### config.mk
export PLATFORM = sky130hd
export DESIGN_NAME = ocd_mem_reader
export DESIGN_NICKNAME = d
export VERILOG_FILES = /design/src/rtl/ocd_mem_reader.sv
export SDC_FILE = /design/constraint.sdc
export NUM_CORES = 1
export LEC_CHECK = 0
export ABC_AREA = 1
export BUFFER_PORTS_ARGS = -buffer_cell sky130_fd_sc_hd__buf_2
export CAP_MARGIN = 10
export CORE_MARGIN = 5
export CORE_UTILIZATION = 30
export CTS_BUF_LIST = sky130_fd_sc_hd__clkbuf_8
export DETAILED_ROUTE_END_ITERATION = 8
export SLEW_MARGIN = 10
export SYNTH_ARGS = -nofsm -noshare
export SYNTH_HDL_FRONTEND = slang
export SYNTH_SLANG_ARGS = --single-unit
### constraint.sdc
create_clock -name clk -period 3.55 [get_ports clk]
set_input_delay 0.1775 -clock clk [delete_from_list [all_inputs] [get_ports clk]]
set_output_delay 0.1775 -clock clk [all_outputs]
set_load 0.05 [all_outputs]
### src/rtl/ocd_mem_reader.sv
// Streams a run of 32-bit words from the MCU on-chip-debug read port out as bytes, little-endian.
// One read is in flight at a time; a read that never answers ends the dump with error set.
`ifndef MEM_ADDR_BITS
`define MEM_ADDR_BITS 30
`endif

module ocd_mem_reader #(
  parameter int MEM_ADDR_BITS  = `MEM_ADDR_BITS,
  parameter int XLEN           = 32,
  parameter int TIMEOUT_CYCLES = 16
) (
  input  logic                     clk,
  input  logic                     reset_n,
  input  logic                     sync_reset,
  input  logic                     start,
  input  logic [MEM_ADDR_BITS-1:0] start_addr,
  input  logic [15:0]              word_count,
  output logic                     busy,
  output logic                     done,
  output logic                     error,
  output logic                     ocd_read_enable,
  output logic [MEM_ADDR_BITS-1:0] ocd_rw_addr,
  input  logic                     ocd_mem_enable_out,
  input  logic [XLEN-1:0]          ocd_mem_word_out,
  output logic [7:0]               byte_out,
  output logic                     byte_valid,
  input  logic                     byte_ready
);

  localparam int TMO_W = (TIMEOUT_CYCLES > 1) ? $clog2(TIMEOUT_CYCLES) : 1;

  typedef enum logic [2:0] {
    IDLE   = 3'd0,
    ISSUE  = 3'd1,
    WAIT   = 3'd2,
    SEND   = 3'd3,
    FINISH = 3'd4
  } state_t;

  state_t                   state;
  state_t                   next_state;
  logic [MEM_ADDR_BITS-1:0] addr;
  logic [15:0]              count;
  logic [1:0]               byte_idx;
  logic [TMO_W-1:0]         tmo_cnt;
  logic                     tmo_last;
  logic                     hs;
  logic [XLEN-1:0]          word_p0;

  function automatic logic [7:0] select_byte(input logic [XLEN-1:0] w, input logic [1:0] idx);
    logic [7:0] b;
    case (idx)
      2'd0:    b = w[7:0];
      2'd1:    b = w[15:8];
      2'd2:    b = w[23:16];
      default: b = w[31:24];
    endcase
    return b;
  endfunction

  assign tmo_last    = (tmo_cnt == TMO_W'(TIMEOUT_CYCLES - 1));
  assign hs          = (state == SEND) && byte_ready;
  assign ocd_rw_addr = addr;
  assign byte_out    = (state == SEND) ? select_byte(word_p0, byte_idx) : 8'd0;

  // State register and control counters
  always_ff @(posedge clk or negedge reset_n) begin
    if (!reset_n) begin
      state    <= IDLE;
      addr     <= '0;
      count    <= '0;
      byte_idx <= '0;
      tmo_cnt  <= '0;
      error    <= 1'b0;
    end else if (sync_reset) begin
      state    <= IDLE;
      addr     <= '0;
      count    <= '0;
      byte_idx <= '0;
      tmo_cnt  <= '0;
      error    <= 1'b0;
    end else begin
      state <= next_state;
      case (state)
        IDLE: begin
          if (start) begin
            addr  <= start_addr;
            count <= word_count;
            error <= 1'b0;
          end
        end
        ISSUE: tmo_cnt <= '0;
        WAIT: begin
          if (ocd_mem_enable_out) begin
            byte_idx <= 2'd0;
          end else if (tmo_last) begin
            error <= 1'b1;
          end else begin
            tmo_cnt <= tmo_cnt + TMO_W'(1);
          end
        end
        SEND: begin
          if (hs) begin
            byte_idx <= byte_idx + 2'd1;
            // Word fully sent: advance to the next address, wrapping at the top
            if (byte_idx == 2'd3) begin
              count <= count - 16'd1;
              addr  <= addr + MEM_ADDR_BITS'(1);
            end
          end
        end
        default: ;
      endcase
    end
  end

  // Read data capture; gated by state, so it needs no reset
  always_ff @(posedge clk) begin
    if ((state == WAIT) && ocd_mem_enable_out) begin
      word_p0 <= ocd_mem_word_out;
    end
  end

  always_comb begin
    next_state      = state;
    busy            = (state != IDLE);
    done            = 1'b0;
    ocd_read_enable = 1'b0;
    byte_valid      = 1'b0;
    case (state)
      IDLE: begin
        if (start) begin
          next_state = (word_count == 16'd0) ? FINISH : ISSUE;
        end
      end
      ISSUE: begin
        ocd_read_enable = 1'b1;
        next_state      = WAIT;
      end
      WAIT: begin
        if (ocd_mem_enable_out) begin
          next_state = SEND;
        end else if (tmo_last) begin
          next_state = FINISH;
        end
      end
      SEND: begin
        byte_valid = 1'b1;
        if (hs && (byte_idx == 2'd3)) begin
          next_state = (count == 16'd1) ? FINISH : ISSUE;
        end
      end
      FINISH: begin
        done       = 1'b1;
        next_state = IDLE;
      end
      default: next_state = IDLE;
    endcase
  end

endmodule

==> impl_metrics.tcl, run 1 <==
set metrics [dict create \
    status "completed" \
    layout.nets 937 \
    hpwl_um 10900 \
    power_frac_clock 0.146 \
    wl_met2_um 7010 \
    grt_max_degree 40 \
    fin_tns_setup_ns 0 \
    synth_simple_gate_area_frac 0.271 \
    clock_latency_ns 0.37 \
    track_usage 0.157 \
    final_area_um2 6530 \
    hold_path_class "in -> reg" \
    crit_path_end_kind "flip-flop" \
    path_class "reg -> reg" \
    cp_max_fo 39 \
    synth_flop_cell "dfrtp_1" \
    clock_sinks 88 \
    rsz0062_at_grt "no" \
    met1Wirelength_um 7160 \
    peakVddDrop_uv 424 \
    synth_nets 785 \
    grt_pass1_vias 4994 \
    hold_buffers 33 \
    p_leak_nw 3.03 \
    antenna_found_initial 3 \
    final_max_slew_viol_count 0 \
    netlist_instances 693 \
    power_density_nw_per_um2 724 \
    yosysUniqueCellTypes 38 \
    yosysWarnings 0 \
    internal_power_mw 2.32 \
    ant_nets 0 \
    dieArea_um2 19900 \
    vias_per_cell 4.69 \
    worst_hold_path.num_cells 3 \
    die_w_um 141 \
    cts-root-buf "clkbuf_8" \
    clk_pin_slew_ns 0.09 \
    tightest_slew_ns 0.884 \
    drive_above_1_share 0.195 \
    vias 5044 \
    crit_arrival_ns 2.80 \
    wl_um 15500 \
    postSynthAreaPerCell_um2 7.45 \
    cts_tree "yes" \
    wl_per_cell_um 14.4 \
    drcViolationCount 0 \
    routed.top_layer "met5" \
    start_kind "flip-flop" \
    finalSetupViolations 0 \
    area_growth_pct 26.5 \
    synthAdderAreaFrac 0.0194 \
    worst-r2r-cell-count 10 \
    routabilityCongestion 0.841 \
    die_h_um 141 \
    switchingPower_mw 2.41 \
    synth_xor_area_frac 0.00509 \
    ys_async_sr_fraction 0.636 \
    finClkSkew_ns 0.00912 \
    ys_ff_latch 88 \
    seq_area_frac_synth 0.458 \
    hold_viol 0 \
    io-pin-count 127 \
    fin_crit_ns 2.54 \
    core-area_um2 17100 \
    dp.cells 1026 \
    synth-edff-count 32 \
    met3_length_um 1090 \
    drt_first_iter_violations 211 \
    maxCapViolCount 0 \
    layout_common_cells "nand2_1, buf_2, inv_1" \
    grt_pass1_wl_um 25100 \
    netlist_area_um2 5160 \
    timing.final.crit_share 0.716 \
    grt_overflow 0 \
    max-clock-path-buffers 2 \
    fmax_mhz 393 \
    worstPathRequired_ns 3.81 \
    cts_made_buffers 9 \
    cts-resized-gates 0 \
    port_buffers 126 \
    layout_commonest_cell "nand2_1" \
    instances_no_fill 1076 \
    row_count 48 \
    post_cts_buffers 0 \
    synth_compound_area_frac 0.158 \
    slew_headroom 0.410 \
    holdWs_ns 0.0750 \
    synth_mux_area_frac 0.00194 \
    synth_top_family_by_area "simple AND/OR/NAND/NOR gates" \
    pwr-share-comb 0.502 \
    drt_first_pass_iters 5 \
    switching_share 0.509 \
    start_util 0.302 \
    finalPower_mw 4.73 \
    dpl_cell_area_um2 6010 \
    sequentialPowerShare 0.352 \
    cts.htree.levels 3 \
]
==> through the flow <==
stage                     worst slack, ns   util
after floorplan                      1.04      -
after global placement               1.09  0.351
after detailed placement             1.02  0.351
after CTS                            1.01  0.381
after global routing                0.741  0.381
final                                1.01  0.381
==> area by class of cell <==
cell class | instances | area, µm²
clock buffer | 9 | 124
timing repair buffer | 167 | 1020
inverter | 82 | 308
clock inverter | 7 | 62.6
sequential | 88 | 2360
fill | 1782 | 10600
antenna | 1 | 2.50
tap | 225 | 282
multi-input combinational | 497 | 2370
==> cells by family (layout without fill, tap and decap cells) <==
| group | after synthesis | in the layout |
|---|---|---|
| AO/OA/AOI/OAI | 151 | 151 |
| XOR/XNOR | 3 | 3 |
| adder cells (fa/ha/maj) | 8 | 8 |
| buffers and inverters | 108 | 265 |
| flip-flops | 88 | 88 |
| multiplexers | 1 | 1 |
| other | 0 | 1 |
| AND/OR/NAND/NOR | 334 | 334 |
==> critical path, stage by stage (launching register included) <==
cell and delay, ns:
dfrtp_1 0.42, inv_2 0.08, nand3_2 0.10, inv_2 0.13, nor2_4 0.14, buf_4 0.43
inv_2 0.18, o21ai_4 0.29, buf_4 0.42, nand2_1 0.09, a21boi_1 0.14
==> power by group through the flow <==
stage	registers [mW]	clock network (mW)	logic (mW)
detailed placement	1.68	0	2.36
CTS	1.67	0.722	2.39
floorplan	2.15	0	1.27
finish	1.67	0.689	2.37
global placement	1.68	0	2.33
global route	1.71	0.759	2.64
==> per-layer routing <==
layer / global-route usage / vias to the layer above
met4: 0.0382 / 4
li1: - / 2581
met1: 0.209 / 2283
met5: 0 / -
met2: 0.257 / 160
met3: 0.0380 / 16
==> final timing paths <==
kind	to	startpoint	slack, ns
max in group asynchronous	count[6]$_DFFE_PN0P_	reset_n	2.26
min	ocd_rw_addr[23]$_DFFE_PN0P_	start_addr[23]	0.07
max	ocd_rw_addr[15]$_DFFE_PN0P_	state[2]$_DFFE_PN0P_	1.01
min in group asynchronous	ocd_rw_addr[24]$_DFFE_PN0P_	reset_n	0.46
max reg2reg	ocd_rw_addr[15]$_DFFE_PN0P_	state[2]$_DFFE_PN0P_	1.01
min reg2reg	count[13]$_DFFE_PN0P_	count[13]$_DFFE_PN0P_	0.48
==> registers in the layout, indices dropped and copies added (netlist names) <==
register / count
tmo_cnt: 4
count: 16
word_p0: 32
state: 3
ocd_rw_addr: 30
error: 1
byte_idx: 2
==> cell usage after synthesis, drive strengths merged, types with 7 or more instances <==
| master | number | share of area |
|---|---|---|
| nand3 | 45 | 0.045 |
| o21ai | 79 | 0.077 |
| clkbuf | 7 | 0.0053 |
| a31oi | 9 | 0.011 |
| a21boi | 9 | 0.013 |
| nor3 | 7 | 0.0068 |
| buf | 19 | 0.022 |
| nand4 | 12 | 0.015 |
| nand2 | 202 | 0.15 |
| nor2 | 63 | 0.051 |
| a21oi | 44 | 0.043 |
| ha | 8 | 0.019 |
| edfxtp | 32 | 0.19 |
| dfrtp | 56 | 0.27 |
| inv | 82 | 0.060 |
No activity file was read; power rests on OpenSTA's default activity.
==> run 2, diff against run 1 <==
==> constraint.sdc (replaced) <==
create_clock -name clk -period 2.66 [get_ports clk]
set_input_delay 0.133 -clock clk [delete_from_list [all_inputs] [get_ports clk]]
set_output_delay 0.133 -clock clk [all_outputs]
set_load 0.05 [all_outputs]
==> run 2 against run 1 <==
  * Highest routed layer unchanged
  * Fmax increased by 14%
  * Sequential share of layout area fell by 0.15 points
  * First-iteration DRC count down 10%
  * Clock skew hardly changed
  * Power up 33%
  * Sequential power grew 33%
  * Register-to-register slack worse by 0.57 ns
  * Worst setup slack worse by 0.57 ns
==> impl_metrics.tcl, run 2 (synthesis results as in run 1) <==
set metrics [dict create \
    grt_max_degree 40 \
    start_kind "flip-flop" \
    routed.top_layer "met5" \
    port_buffers 126 \
    cts_made_buffers 9 \
    row_count 48 \
    vias 5080 \
    fillCellCount 1808 \
    maxCapViolCount 0 \
    switchingPower_mw 3.17 \
    crit_path_end_kind "flip-flop" \
    min_to "ocd_rw_addr[17]$_DFFE_PN0P_" \
    layout_common_cells "nand2_1, buf_2, inv_1" \
    regMostFlops "word_p0" \
    hpwl_um 11100 \
    wl_met2_um 7060 \
    tightest_slew_ns 0.817 \
    fin_tns_setup_ns 0 \
    vias_per_cell 4.71 \
    max-clock-path-buffers 2 \
    finalWorstSetupSlack_ns 0.438 \
    met3_length_um 1010 \
    met1Wirelength_um 6950 \
    r2r-end "count[15]$_DFFE_PN0P_" \
    routabilityCongestion 0.828 \
    finalPower_mw 6.30 \
    cts-resized-gates 0 \
    hold_path_class "in -> reg" \
    peakVddDrop_uv 623 \
    drt_first_iter_violations 189 \
    path_class "reg -> reg" \
    worstPathRequired_ns 2.91 \
    clock_latency_ns 0.36 \
    p_leak_nw 3.05 \
    timing.final.crit_share 0.835 \
    finClkSkew_ns 0.00934 \
    finalSetupViolations 0 \
    antenna_found_initial 1 \
    start_util 0.302 \
    cts-root-buf "clkbuf_8" \
    hold_viol 0 \
    fmax_mhz 450 \
    grt_pass1_wl_um 25100 \
    grt_overflow 0 \
    rsz0062_at_grt "no" \
    layout.nets 940 \
    worstHoldStart "start_addr[17]" \
    worst-r2r-cell-count 9 \
    drcViolationCount 0 \
    pwr-share-comb 0.508 \
    final_max_slew_viol_count 0 \
    internal_power_mw 3.13 \
    power_frac_clock 0.140 \
    drive_above_1_share 0.196 \
    cts.htree.levels 3 \
    dieArea_um2 19900 \
    grt_pass1_vias 5077 \
    worst_hold_path.num_cells 3 \
    ant_nets 0 \
    track_usage 0.155 \
    wl_um 15200 \
    io-pin-count 127 \
    drt_first_pass_iters 5 \
    layout_commonest_cell "nand2_1" \
    cts_tree "yes" \
    wl_per_cell_um 14.1 \
    slew_headroom 0.453 \
    instances_no_fill 1078 \
    crit_arrival_ns 2.47 \
    die_w_um 141 \
    cp_max_fo 33 \
    largest_reg_flops 32 \
    fin_crit_ns 2.22 \
    core-area_um2 17100 \
    status "completed" \
    clk_pin_slew_ns 0.09 \
    dp.cells 1029 \
    die_h_um 141 \
    power_density_nw_per_um2 961 \
    switching_share 0.503 \
    holdWs_ns 0.0372 \
    sequentialPowerShare 0.352 \
    area_growth_pct 27.0 \
    place_ws_ns 0.429 \
    clock_sinks 88 \
    r2r-start "state[2]$_DFFE_PN0P_" \
    r2r_slack_ns 0.44 \
]
run 2: cell types whose count changed in the layout (fill, tap and decap cells not counted):
cell	previous run	this run
clkinvlp_2	1	0
buf_12	0	1
clkinvlp_4	2	1
inv_1	78	80
clkinv_1	2	1
buf_4	8	10
run 2: worst max path at each step:
| stage | startpoint | end | slack (ns) | cells past startpoint |
|---|---|---|---|---|
| 2_1_floorplan | state[2]$_DFFE_PN0P_ | word_p0[0]$_DFFE_PN_ | 0.15 | 3 |
| 3_3_place_gp | state[2]$_DFFE_PN0P_ | ocd_rw_addr[23]$_DFFE_PN0P_ | 0.46 | 9 |
| 3_5_place_dp | state[2]$_DFFE_PN0P_ | count[15]$_DFFE_PN0P_ | 0.43 | 9 |
| 4_1_cts | state[2]$_DFFE_PN0P_ | ocd_rw_addr[22]$_DFFE_PN0P_ | 0.42 | 9 |
| 5_1_grt | state[2]$_DFFE_PN0P_ | ocd_rw_addr[22]$_DFFE_PN0P_ | 0.21 | 9 |
| 6_report | state[2]$_DFFE_PN0P_ | count[15]$_DFFE_PN0P_ | 0.44 | 9 |
run 2: area by class of cell:
| type | count | area [µm²] | share of cell area |
|---|---|---|---|
| Clock inverter | 6 | 53.8 | 0.00821 |
| Inverter | 82 | 308 | 0.0470 |
| Multi-Input combinational cell | 497 | 2370 | 0.361 |
| Antenna cell | 1 | 2.50 | 0.000382 |
| Sequential cell | 88 | 2360 | 0.360 |
| Clock buffer | 9 | 124 | 0.0189 |
| Tap cell | 225 | 282 | 0.0429 |
| Timing Repair Buffer | 170 | 1060 | 0.161 |
run 2: power by group through the flow:
stage / Clock [mW] / Combinational (mW) / Sequential, mW
final: 0.880 / 3.20 / 2.22
after global routing: 0.974 / 3.57 / 2.28
after CTS: 0.923 / 3.23 / 2.21
after detailed placement: 0 / 3.19 / 2.24
after global placement: 0 / 3.16 / 2.24
after floorplan: 0 / 1.69 / 2.86
run 2: worst max-delay path, cell delays in order, from the launching register on:
cell	delay, ns
dfrtp_1	0.41
inv_2	0.07
nand3_2	0.10
inv_2	0.12
nor2_4	0.11
inv_2	0.10
o21ai_4	0.65
buf_4	0.33
nand2_1	0.07
a21boi_1	0.13
run 2: through the flow:
step	instance area, µm²	util
global placement	6040	0.353
floorplan	5160	-
CTS	6550	0.383
finish	6560	0.383
detailed placement	6040	0.353
global route	6550	0.383
run 2: repair_timing:
item,4_1_cts,5_1_grt
setup buffers,0,0
hold endpoints to repair,61,0
hold buffers,33,0
run 2: layer usage:
metal,track usage,up-vias
met1,0.202,2316
met5,0,-
met4,0.0413,2
met3,0.0377,15
li1,-,2595
met2,0.259,152
==> run 3, diff against run 2 <==
==> constraint.sdc (replaced) <==
create_clock -name clk -period 2.1 [get_ports clk]
set_input_delay 0.105 -clock clk [delete_from_list [all_inputs] [get_ports clk]]
set_output_delay 0.105 -clock clk [all_outputs]
set_load 0.05 [all_outputs]
==> run 3 against run 2 <==
  * Core utilization up 0.99 points
  * Critical endpoint is now byte_out[5]
  * Clock power rose by 34%
  * Worst setup slack lost 0.32 ns
  * Final area grew 2.6%
  * Hold slack lost 0.014 ns
==> impl_metrics.tcl, run 3 (synthesis results as in run 1) <==
set metrics [dict create \
    status "completed" \
    cts-root-buf "clkbuf_8" \
    crit_arrival_ns 1.87 \
    tightest_slew_ns 0.538 \
    cts.htree.levels 3 \
    instances_no_fill 1091 \
    port_buffers 126 \
    crit_path_max_incr_delay_ns 0.41 \
    worstHoldStart "start_addr[27]" \
    finalSetupViolations 0 \
    worst_hold_path.num_cells 3 \
    die_w_um 141 \
    largest_reg_flops 32 \
    layout.nets 953 \
    cp_cell_sequence "inv_1, ha_2, nand2_1, a31oi_1, buf_4" \
    wl_per_cell_um 14.6 \
    drt_first_iter_violations 270 \
    drt_first_pass_iters 4 \
    fin_crit_ns 1.98 \
    finClkSkew_ns 0.0139 \
    peakVddDrop_uv 612 \
    row_count 48 \
    rsz0062_at_grt "no" \
    dp.cells 1035 \
    r2r-end "ocd_rw_addr[14]$_DFFE_PN0P_" \
    regArea_um2 2360 \
    timing.final.crit_share 0.942 \
    min_to "ocd_rw_addr[27]$_DFFE_PN0P_" \
    crit_buf_inv 2 \
    clock_sinks 88 \
    grt_pass1_vias 5261 \
    hold_path_class "in -> reg" \
    worst-r2r-cell-count 10 \
    drive_above_1_share 0.214 \
    cp_slowest_cell "dfrtp_1" \
    layout_common_cells "nand2_1, buf_2, inv_1" \
    wl_um 15900 \
    slew_headroom 0.642 \
    grt_max_degree 37 \
    die_h_um 141 \
    io-pin-count 127 \
    vias_per_cell 4.73 \
    hpwl_um 11400 \
    dieArea_um2 19900 \
    antennaDiodeCount 0 \
    multiInputGateArea_um2 2390 \
    cts_tree "yes" \
    regMostFlops "word_p0" \
    r2r_slack_ns 0.22 \
    power_density_nw_per_um2 1220 \
    clock_latency_ns 0.38 \
    start_util 0.302 \
    cts_made_buffers 9 \
    vias 5163 \
    crit_path_end_kind "primary output" \
    final_area_um2 6730 \
    place_ws_ns 0.275 \
    path_class "reg -> out" \
    grt_overflow 0 \
    ant_nets 0 \
    final_max_slew_viol_count 0 \
    maxCapViolCount 0 \
    fin_tns_setup_ns 0 \
    final_util 0.393 \
    worstPathRequired_ns 2.00 \
    r2r-start "state[2]$_DFFE_PN0P_" \
    critPathTopFamily "flip-flops" \
    grt_pass1_wl_um 26500 \
    routabilityCongestion 0.833 \
    dpl_cell_area_um2 6130 \
    clk_pin_slew_ns 0.11 \
    fmax_mhz 505 \
    drcViolationCount 0 \
    fillCellCount 1759 \
    start_kind "flip-flop" \
    area_growth_pct 30.3 \
    track_usage 0.165 \
    antenna_found_initial 0 \
    p_leak_nw 3.12 \
    finalWorstSetupSlack_ns 0.121 \
    max-clock-path-buffers 2 \
    hold_viol 0 \
    layout_commonest_cell "nand2_1" \
    core-area_um2 17100 \
    cp_max_fo 8 \
]
[run 3: cell types whose count changed in the layout (fill, tap and decap cells not counted), moves of 2 or more]
cell / previous run / this run
dlygate4sd3_1: 33 / 38
inv_1: 80 / 77
ha_1: 8 / 5
buf_12: 1 / 3
clkbuf_4: 0 / 2
buf_2: 126 / 123
ha_2: 0 / 3
inv_6: 0 / 3
buf_4: 10 / 16
[run 3: worst register-to-register path: stages (launching register included)]
cell      delay [ns]
dfrtp_1         0.43
inv_2           0.08
nand3_2         0.10
inv_2           0.05
buf_4           0.13
nor2_4          0.16
inv_2           0.14
o21ai_4         0.16
buf_4           0.31
nand2_1         0.08
a21boi_1        0.13
[run 3: per-layer routing]
metal,global-route usage,routed length [µm],vias to the layer above
met5,0,0,-
met4,0.0347,142,0
met1,0.223,7430,2364
met2,0.267,7210,171
li1,-,-,2618
met3,0.0417,1140,10
[run 3: cell type report]
class / instances / share of cell area
clock buffers: 9 / 0.0184
clock inverters: 7 / 0.00912
inverters: 82 / 0.0458
multi-input cells: 497 / 0.355
flip-flops and latches: 88 / 0.351
well taps: 225 / 0.0419
repair buffers: 183 / 0.179
[run 3: timing repair]
action,4_1_cts,5_1_grt
hold buffers,38,0
setup buffers,0,2
resized for setup,1,8
setup endpoints to repair,1,7
endpoints found under the hold margin,57,0
[run 3: how the worst max path moves through the flow]
| stage | startpoint | to | slack [ns] | cells past startpoint |
|---|---|---|---|---|
| after detailed placement | ocd_rw_addr[1]$_DFFE_PN0P_ | ocd_rw_addr[20]$_DFFE_PN0P_ | 0.27 | 10 |
| final | byte_idx[0]$_DFFE_PN0P_ | byte_out[5] | 0.12 | 5 |
| after floorplan | state[2]$_DFFE_PN0P_ | byte_out[1] | 0.004 | 6 |
| after global placement | state[1]$_DFFE_PN0P_ | ocd_rw_addr[4]$_DFFE_PN0P_ | 0.29 | 7 |
| after global routing | byte_idx[0]$_DFFE_PN0P_ | byte_out[5] | 0.004 | 5 |
| after CTS | state[2]$_DFFE_PN0P_ | byte_out[5] | 0.001 | 7 |
[run 3: through the flow]
step	power (mW)	hold WS, ns
finish	8.20	0.0228
global route	8.88	0.0261
CTS	8.26	0.00133
detailed placement	6.99	0.114
global placement	6.96	0.120
floorplan	5.78	-0.191
[run 3: power by group]
part / internal, mW / switching (mW) / total (mW)
combinational: 1.20 / 2.99 / 4.19
sequential: 2.31 / 0.510 / 2.82
clock: 0.454 / 0.730 / 1.18
total: 3.96 / 4.23 / 8.20
